--- src/rtl/i2c_pkg.sv ---
// Shared types and bus constants for the I2C target core.
package i2c_pkg;

    typedef enum logic [2:0] {
        IDLE     = 3'd0,
        ADDR     = 3'd1,
        ADDR_ACK = 3'd2,
        WR_DATA  = 3'd3,
        WR_ACK   = 3'd4,
        RD_DATA  = 3'd5,
        RD_ACK   = 3'd6,
        IGNORE   = 3'd7
    } i2c_state_t;

    localparam logic I2C_RW_READ = 1'b1;
    localparam logic I2C_ACK     = 1'b0;
    localparam logic I2C_NACK    = 1'b1;

endpackage

--- src/rtl/i2c_line_sync.sv ---
// Synchronizes SCL/SDA into clk and derives SCL edges plus START/STOP conditions.
module i2c_line_sync #(
    parameter int SYNC_STAGES = 2
) (
    input  logic clk,
    input  logic rst_n,
    input  logic scl_i,
    input  logic sda_i,
    output logic sda_s,
    output logic scl_rise,
    output logic scl_fall,
    output logic start_det,
    output logic stop_det
);

    logic [SYNC_STAGES-1:0] scl_ff, sda_ff;
    logic                   scl_d, sda_d;
    logic                   scl_s;

    // Reset to the idle-bus level so no edge is seen when reset releases.
    always_ff @(posedge clk or negedge rst_n) begin
        if (!rst_n) begin
            scl_ff <= '1;
            sda_ff <= '1;
            scl_d  <= 1'b1;
            sda_d  <= 1'b1;
        end else begin
            scl_ff <= {scl_ff[SYNC_STAGES-2:0], scl_i};
            sda_ff <= {sda_ff[SYNC_STAGES-2:0], sda_i};
            scl_d  <= scl_s;
            sda_d  <= sda_s;
        end
    end

    assign scl_s     = scl_ff[SYNC_STAGES-1];
    assign sda_s     = sda_ff[SYNC_STAGES-1];
    assign scl_rise  =  scl_s & ~scl_d;
    assign scl_fall  = ~scl_s &  scl_d;
    assign start_det =  scl_s &  scl_d &  sda_d & ~sda_s;
    assign stop_det  =  scl_s &  scl_d & ~sda_d &  sda_s;

endmodule

--- src/rtl/i2c_target_core.sv ---
// I2C target with fixed 7-bit address: parallel byte out on writes, valid/ready
// byte source on reads. No clock stretching.
module i2c_target_core
    import i2c_pkg::*;
#(
    parameter logic [6:0] SLAVE_ADDRESS = 7'h21,
    parameter int         SYNC_STAGES   = 2
) (
    input  logic       clk,
    input  logic       rst_n,
    input  logic       scl_i,
    input  logic       sda_i,
    output logic       scl_o,
    output logic       sda_o,
    input  logic [7:0] data_i,
    input  logic       data_i_valid,
    output logic       data_i_ready,
    output logic [7:0] data_o,
    output logic       data_o_valid
);

    logic sda_s, scl_rise, scl_fall, start_det, stop_det;

    i2c_line_sync #(.SYNC_STAGES(SYNC_STAGES)) u_sync (
        .clk      (clk),
        .rst_n    (rst_n),
        .scl_i    (scl_i),
        .sda_i    (sda_i),
        .sda_s    (sda_s),
        .scl_rise (scl_rise),
        .scl_fall (scl_fall),
        .start_det(start_det),
        .stop_det (stop_det)
    );

    i2c_state_t state, state_nxt;
    logic [3:0] bit_cnt, bit_cnt_nxt;
    logic [7:0] shift_q, shift_nxt;
    logic [7:0] tx_q, tx_nxt;
    logic [7:0] data_q, data_nxt;
    logic [7:0] tx_byte;
    logic       sda_q, sda_nxt;
    logic       rw_q, rw_nxt;
    logic       dov_nxt;
    logic       load;

    always_ff @(posedge clk or negedge rst_n) begin
        if (!rst_n) begin
            state        <= IDLE;
            bit_cnt      <= '0;
            shift_q      <= '0;
            tx_q         <= '1;
            data_q       <= '0;
            sda_q        <= 1'b1;
            rw_q         <= 1'b0;
            data_o_valid <= 1'b0;
        end else begin
            state        <= state_nxt;
            bit_cnt      <= bit_cnt_nxt;
            shift_q      <= shift_nxt;
            tx_q         <= tx_nxt;
            data_q       <= data_nxt;
            sda_q        <= sda_nxt;
            rw_q         <= rw_nxt;
            data_o_valid <= dov_nxt;
        end
    end

    always_comb begin
        state_nxt   = state;
        bit_cnt_nxt = bit_cnt;
        shift_nxt   = shift_q;
        tx_nxt      = tx_q;
        data_nxt    = data_q;
        sda_nxt     = sda_q;
        rw_nxt      = rw_q;
        dov_nxt     = 1'b0;
        load        = 1'b0;
        tx_byte     = 8'hFF;

        if (start_det) begin
            state_nxt   = ADDR;
            bit_cnt_nxt = '0;
            sda_nxt     = 1'b1;
        end else if (stop_det) begin
            state_nxt = IDLE;
            sda_nxt   = 1'b1;
        end else begin
            case (state)
                ADDR: begin
                    if (scl_rise) begin
                        shift_nxt   = {shift_q[6:0], sda_s};
                        bit_cnt_nxt = bit_cnt + 4'd1;
                    end else if (scl_fall && bit_cnt == 4'd8) begin
                        bit_cnt_nxt = '0;
                        if (shift_q[7:1] == SLAVE_ADDRESS) begin
                            sda_nxt   = I2C_ACK;
                            rw_nxt    = shift_q[0];
                            state_nxt = ADDR_ACK;
                        end else begin
                            state_nxt = IGNORE;
                        end
                    end
                end
                ADDR_ACK: begin
                    if (scl_fall) begin
                        if (rw_q == I2C_RW_READ) begin
                            load      = 1'b1;
                            state_nxt = RD_DATA;
                        end else begin
                            sda_nxt   = 1'b1;
                            state_nxt = WR_DATA;
                        end
                    end
                end
                WR_DATA: begin
                    if (scl_rise) begin
                        shift_nxt   = {shift_q[6:0], sda_s};
                        bit_cnt_nxt = bit_cnt + 4'd1;
                        if (bit_cnt == 4'd7) begin
                            data_nxt = {shift_q[6:0], sda_s};
                            dov_nxt  = 1'b1;
                        end
                    end else if (scl_fall && bit_cnt == 4'd8) begin
                        bit_cnt_nxt = '0;
                        sda_nxt     = I2C_ACK;
                        state_nxt   = WR_ACK;
                    end
                end
                WR_ACK: begin
                    if (scl_fall) begin
                        sda_nxt   = 1'b1;
                        state_nxt = WR_DATA;
                    end
                end
                RD_DATA: begin
                    // bit_cnt counts bits already placed on the bus
                    if (scl_fall) begin
                        if (bit_cnt == 4'd8) begin
                            bit_cnt_nxt = '0;
                            sda_nxt     = 1'b1;
                            state_nxt   = RD_ACK;
                        end else begin
                            sda_nxt     = tx_q[7];
                            tx_nxt      = {tx_q[6:0], 1'b1};
                            bit_cnt_nxt = bit_cnt + 4'd1;
                        end
                    end
                end
                RD_ACK: begin
                    // A fall reached here means the preceding rise carried an ACK.
                    if (scl_rise && sda_s == I2C_NACK) begin
                        state_nxt = IGNORE;
                    end else if (scl_fall) begin
                        load      = 1'b1;
                        state_nxt = RD_DATA;
                    end
                end
                default: ;
            endcase
        end

        if (load) begin
            tx_byte     = data_i_valid ? data_i : 8'hFF;
            sda_nxt     = tx_byte[7];
            tx_nxt      = {tx_byte[6:0], 1'b1};
            bit_cnt_nxt = 4'd1;
        end
    end

    assign data_i_ready = load & data_i_valid;
    assign data_o       = data_q;
    assign sda_o        = sda_q;
    assign scl_o        = 1'b1;

endmodule

--- config.mk ---
export PLATFORM = sky130hd
export DESIGN_NAME = i2c_target_core
export DESIGN_NICKNAME = d
export VERILOG_FILES = /design/src/rtl/i2c_pkg.sv /design/src/rtl/i2c_line_sync.sv /design/src/rtl/i2c_target_core.sv
export SDC_FILE = /design/constraint.sdc
export NUM_CORES = 1
export LEC_CHECK = 0
export BUFFER_PORTS_ARGS = -buffer_cell sky130_fd_sc_hd__buf_2
export CORE_ASPECT_RATIO = 1.2
export CORE_MARGIN = 2
export CORE_UTILIZATION = 55
export CTS_BUF_LIST = sky130_fd_sc_hd__clkbuf_16
export CTS_CLUSTER_SIZE = 25
export DETAILED_ROUTE_END_ITERATION = 12
export PLACE_DENSITY = 0.76
export SLEW_MARGIN = 10
export SYNTH_ARGS = -nofsm -noshare
export SYNTH_HDL_FRONTEND = slang
export SYNTH_SLANG_ARGS = --single-unit
--- constraint.sdc ---
create_clock -name clk -period 3.6 [get_ports clk]
set_input_delay 0.54 -clock clk [delete_from_list [all_inputs] [get_ports clk]]
set_output_delay 0.54 -clock clk [all_outputs]
set_load 0.02 [all_outputs]
# After elaboration in Yosys (flattened, before gate mapping)
# Cells that the tools add are included.
# totals
ff_bits	40
latchBits	0
ramBits	0
romBits	0
inputBits	13
out_inout_bits	12
word_cells	132
n_memories	0
# op_classes
addsub	1
n_mul	0
n_div	0
magnitude_cmp	0
n_eq_ne	33
shift	0
muxes	56
bitwise_logic	15
reduce_logical	15
# ops
op	count
$mux W8	7
$ne A5 B5 Y1 const B	10
$mux W3	14
$ne A4 B4 Y1 const B	9
$mux W4	7
$mux W1	24
$reduce_and A10 Y1	2
$pmux W3 S6	1
$reduce_bool A8 Y1	2
$reduce_and A5 Y1	2
$eq A3 B3 Y1 const B	3
$and A1 B1 Y1	8
$pmux W4 S2	1
$reduce_and A4 Y1	2
$eq A7 B6 Y1 const B	1
$not A1 Y1	7
$eq A3 B2 Y1 const B	2
$reduce_and A6 Y1	1
$ne A5 B1 Y1 const B	1
$pmux W1 S5	1
$add A4 B1 Y4 const B	1
$eq A4 B3 Y1 const B	1
$eq A4 B4 Y1 const B	1
$ne A2 B1 Y1 const B	2
other kinds (8)	10

# Depth between registers and ports, before layout
# depth
depth_word	9
ltp_mapped	7
depth_no_buf	7

# Cells and area by module
# Synthesis repeated with hierarchy kept, for this count alone.
# hier_totals
hier_cells	190
area_unflattened_um2	2057.0
# modules_own_cells
mod	instances	cells_per_inst	area_per_inst_um2	seq_area_each_um2
i2c_target_core	1	180	1866.8	835.8
i2c_line_sync	1	10	190.2	157.7

# Least setup slack after synthesis
# Ideal clock, no wire load.
# synth_path
path_kind	reg2out
from	reg u_sync.scl_d
to	out data_i_ready
arrival_ns	1.344
t_required_ns	3.060
setup_slack_ns	1.716
stages_incl_launch_ff	6
n_path_buf	1
path_cell_list	dfstp_2 > nand2b_1 > a211oi_2 > buf_4 > nand2_2 > inv_1
# synth_between
elab_chain_cells	8
elab_cells_between_ends	16
classes_between	mux: 6; bitwise: 9; reduce/logical: 1
# synth_rtl
item	line_no	text
from (decl)	i2c_line_sync.sv:17	logic scl_d, sda_d;
from (signal assigned)	i2c_line_sync.sv:30	scl_d <= scl_s;
$not A1 Y1	i2c_line_sync.sv:37	assign scl_rise = scl_s & ~scl_d;
$and A1 B1 Y1	i2c_line_sync.sv:37	
$logic_and A1 B1 Y1	i2c_target_core.sv:152	if (scl_rise && sda_s == I2C_NACK) begin
$mux W1	i2c_target_core.sv:152	
$pmux W1 S2	i2c_target_core.sv:89	case (state)
$mux W1	i2c_target_core.sv:85	end else if (stop_det) begin
$mux W1 (*)	i2c_target_core.sv:81	if (start_det) begin
$and A1 B1 Y1 (*)	i2c_target_core.sv:171	assign data_i_ready = load & data_i_valid;
to (decl)	i2c_target_core.sv:17	output logic data_i_ready,
# Mark *: on every way between the ends. The rest lies on a longest branch, timed or not.

# Final worst setup path
# layout_path
from	reg state[2]
to	out data_i_ready
# layout_between
elab_chain_cells	5
elab_cells_between_ends	6
classes_between	eq/ne: 2; mux: 3; bitwise: 1
# layout_rtl
item	line_no	text
from (decl)	i2c_target_core.sv:36	i2c_state_t state, state_nxt;
from (signal assigned)	i2c_target_core.sv:58	state <= state_nxt;
$eq A3 B3 Y1 / $eq A3 B2 Y1 (equally long branches)	i2c_target_core.sv:89	
$pmux W1 S2 (*)	i2c_target_core.sv:89	
$mux W1 (*)	i2c_target_core.sv:85	
$mux W1 (*)	i2c_target_core.sv:81	
$and A1 B1 Y1 (*)	i2c_target_core.sv:171	
# Marked as above.

==> flow_summary_export.csv <==
group,metric,value,unit
status,status,"complete, no violations",
drt,wl,3.99,mm
drt,postRouteAntennaNets,0,
logic_synthesis,synthTopCellsByArea,"dfrtp_1, dfstp_2, mux2_2",
drt,vias_per_cell,6.02,
cts,cts_resized,0,
logic_synthesis,synth_cells,179,
logic_synthesis,yosys_warnings,0,
logic_synthesis,synth_top_cell_by_area,"dfrtp_1",
power_and_ir_drop,p_leak,1.03,nW
final_layout,final_common_cell,"dfrtp_1",
cts,clockRootBuffer,"clkbuf_16",
logic_synthesis,syn_area_per_cell,10.9,um^2
setup_path,max_stage_delay,700,ps
cts,cts_hold_buffers,0,
setup_path,r2r_setup_slack,1160,ps
setup_path,endpoint_kind,"primary output",
cts,cts.sinks,39,
logic_synthesis,synth_seq_area_share,0.508,
cts,clk_pin_slew,60,ps
logic_synthesis,ys_seq_elements,39,
drt,wl_per_cell,16.6,um
setup_path,worstRegToRegCells,5,
final_layout,finalNetCount,218,
setup_path,critPathCapture,"data_i_ready",
die,initial_core_util,0.581,
final_layout,final_cell_mix,"dfrtp_1, buf_2, mux2_2",
global_routing,antenna_found_initial,0,
setup_path,critPathKind,"flop to primary output",
die,die_h,69.3,um
drt,drc,0,
drt,drt_pass1_iterations,4,
die,coreArea,0.00337,mm^2
setup_path,startpoint_type,"flop",
placed_design,gp_congestion,0.878,
placed_design,hpwl,2.89,mm
logic_synthesis,ys_types,47,
sta,finalHoldViolCount,0,
setup_path,critPathMaxFanout,12,
cts,clk-insertion-delay-late,280,ps
sta,fin_crit_sh,0.781,
setup_path,worst_path_max_delay_cell,"a211oi_2",
sta,drv_slew,0,
final_layout,antenna_cells,0,
setup_path,required,3060,ps
cts,cts_setup_buffers,0,
drt,vias,1452,
sta,finalWorstPathRequiredPeriod,2810,ps
sta,worst_pin_slew,909,ps
setup_path,critPathMostFrequentCell,"inv_1",
die,die_w,58.5,um
global_routing,grt_usage,0.225,
job,drv_cap,0,
global_routing,grt-ovfl-total,0,
power_and_ir_drop,ir_worst_vdd,0.000838,V
logic_synthesis,ys_async_sr_fraction,1.00,
final_layout,syn2layout_area_growth,15.0,%
die,io-pin-count,25,
global_routing,grt_pass1_wl,6.86,mm
drt,drtIter0Drc,51,
power_and_ir_drop,fin_total_pwr,1.70,mW
setup_path,startpoint,"state[2]",
logic_synthesis,synth_edf_count,0,
logic_synthesis,yosysTopAreaCellShare,0.320,
placed_design,io_buffers,23,
cts,cts_buffers,5,
setup_path,arrival,2270,ps
cts,cts-htree-levels,2,
sta,grt_setup_unrepaired,"false",
logic_synthesis,synth_nets,194,
setup_path,worstReg2RegEnd,"bit_cnt[0]",
sta,setup_tns,0,ps
global_routing,grt_start_max_net_pins,40,
final_layout,drive_above_1_share,0.343,
sta,finClkSkew,5.11,ps
global_routing,grt_pass1_vias,1522,
sta,fmax,355,MHz
sta,setup_viol,0,
cts,clockBufferDepth,2,
sta,slew_headroom,0.391,
die,std_cell_rows,23,
final_layout,fill_cells,266,
cts,cts_tree,"built",
logic_synthesis,syn_area,0.00196,mm^2
logic_synthesis,ys.flop_type,"dfrtp_1",
power_and_ir_drop,powerDensity,754,mW/mm^2
die,dieArea,0.00405,mm^2
setup_path,path_cells,"inv_1 -> a211oi_2 -> nand2_2 -> inv_1 -> buf_2",
min_path,holdCritPathClass,"flop to flop",
setup_path,r2r-start,"state[2]",
[cells by family after synthesis]
group | after synthesis | synth area share
simple gates | 55 | 0.162
flops | 39 | 0.508
xor+xnor | 1 | 0.00448
compound gates | 44 | 0.156
mux | 20 | 0.113
other cells | 1 | 0.00192
fa+ha+maj | 2 | 0.0128
buf+inv | 17 | 0.0422
[worst min-delay path by stage]
stage | start | end | slack (ps) | cells past startpoint
4_1_cts | sda_i | u_sync.sda_ff[0] | 350 | 1
3_5_place_dp | u_sync.sda_ff[0] | u_sync.sda_ff[1] | 350 | 0
5_1_grt | scl_i | u_sync.scl_ff[0] | 350 | 1
6_report | u_sync.sda_ff[0] | u_sync.sda_ff[1] | 350 | 0
3_3_place_gp | u_sync.sda_ff[0] | u_sync.sda_ff[1] | 350 | 0
2_1_floorplan | rst_n | bit_cnt[0] | 240 | 0
[layer usage]
layer,global-route usage,routed length [um],part of all wire,vias to the layer above
li1,-,-,-,699
met1,0.257,1570,0.39,698
met2,0.392,2150,0.54,47
met3,0.0541,196,0.049,8
met4,0.0904,69,0.017,0
met5,0,0,0,-
[critical path, delay by kind of cell, from the launching register on]
kind / cells / cell delay (ps)
buffers and inverters: 3 / 470
AO/OA/AOI/OAI: 1 / 700
AND/OR/NAND/NOR: 1 / 260
flip-flops: 1 / 560
[synth_stat cells (3+ instances only)]
library cell	count
a21oi_1	4
a31oi_1	5
buf_4	5
dfrtp_1	25
dfstp_2	14
inv_1	10
mux2_2	16
mux2i_1	4
nand2_1	14
nand2b_1	5
nand3_1	3
nor2_1	10
nor3_1	4
o211ai_1	3
o21ai_0	11
o22ai_1	8
[sequential cells by signal (all words and copies together) (netlist names)]
| name | flops |
|---|---|
| state | 3 |
| shift_q | 8 |
| u_sync.scl_ff | 2 |
| data_o | 8 |
| tx_q | 7 |
| u_sync.sda_d | 1 |
| u_sync.sda_ff | 2 |
| sda_o | 1 |
| u_sync.scl_d | 1 |
| rw_q | 1 |
| bit_cnt | 4 |
| data_o_valid | 1 |
[per-stage QoR]
step,std cells,setup slack (ps),cell area (um^2),hold slack [ps],util
final,241,787,2250,355,0.668
after global routing,241,585,2250,350,0.668
after CTS,241,827,2250,351,0.668
after detailed placement,233,1150,2080,347,0.618
after global placement,233,1230,2080,350,0.618
after floorplan,179,1720,1960,244,-
[report_power, final]
part           switching [mW]  total [mW]  internal (mW)
sequential              0.128       0.714          0.585
clock                   0.169       0.495          0.326
combinational           0.266       0.487          0.221
[area by class of cell]
| class | instances | area (um^2) | area share |
|---|---|---|---|
| flip-flops and latches | 39 | 993 | 0.442 |
| multi-input cells | 123 | 881 | 0.392 |
| clock buffers | 5 | 125 | 0.0556 |
| repair buffers | 24 | 123 | 0.0545 |
| well taps | 37 | 46.3 | 0.0206 |
| clock inverters | 3 | 43.8 | 0.0195 |
| inverters | 10 | 37.5 | 0.0167 |
Note: power is estimated with default switching activity, not from simulation.
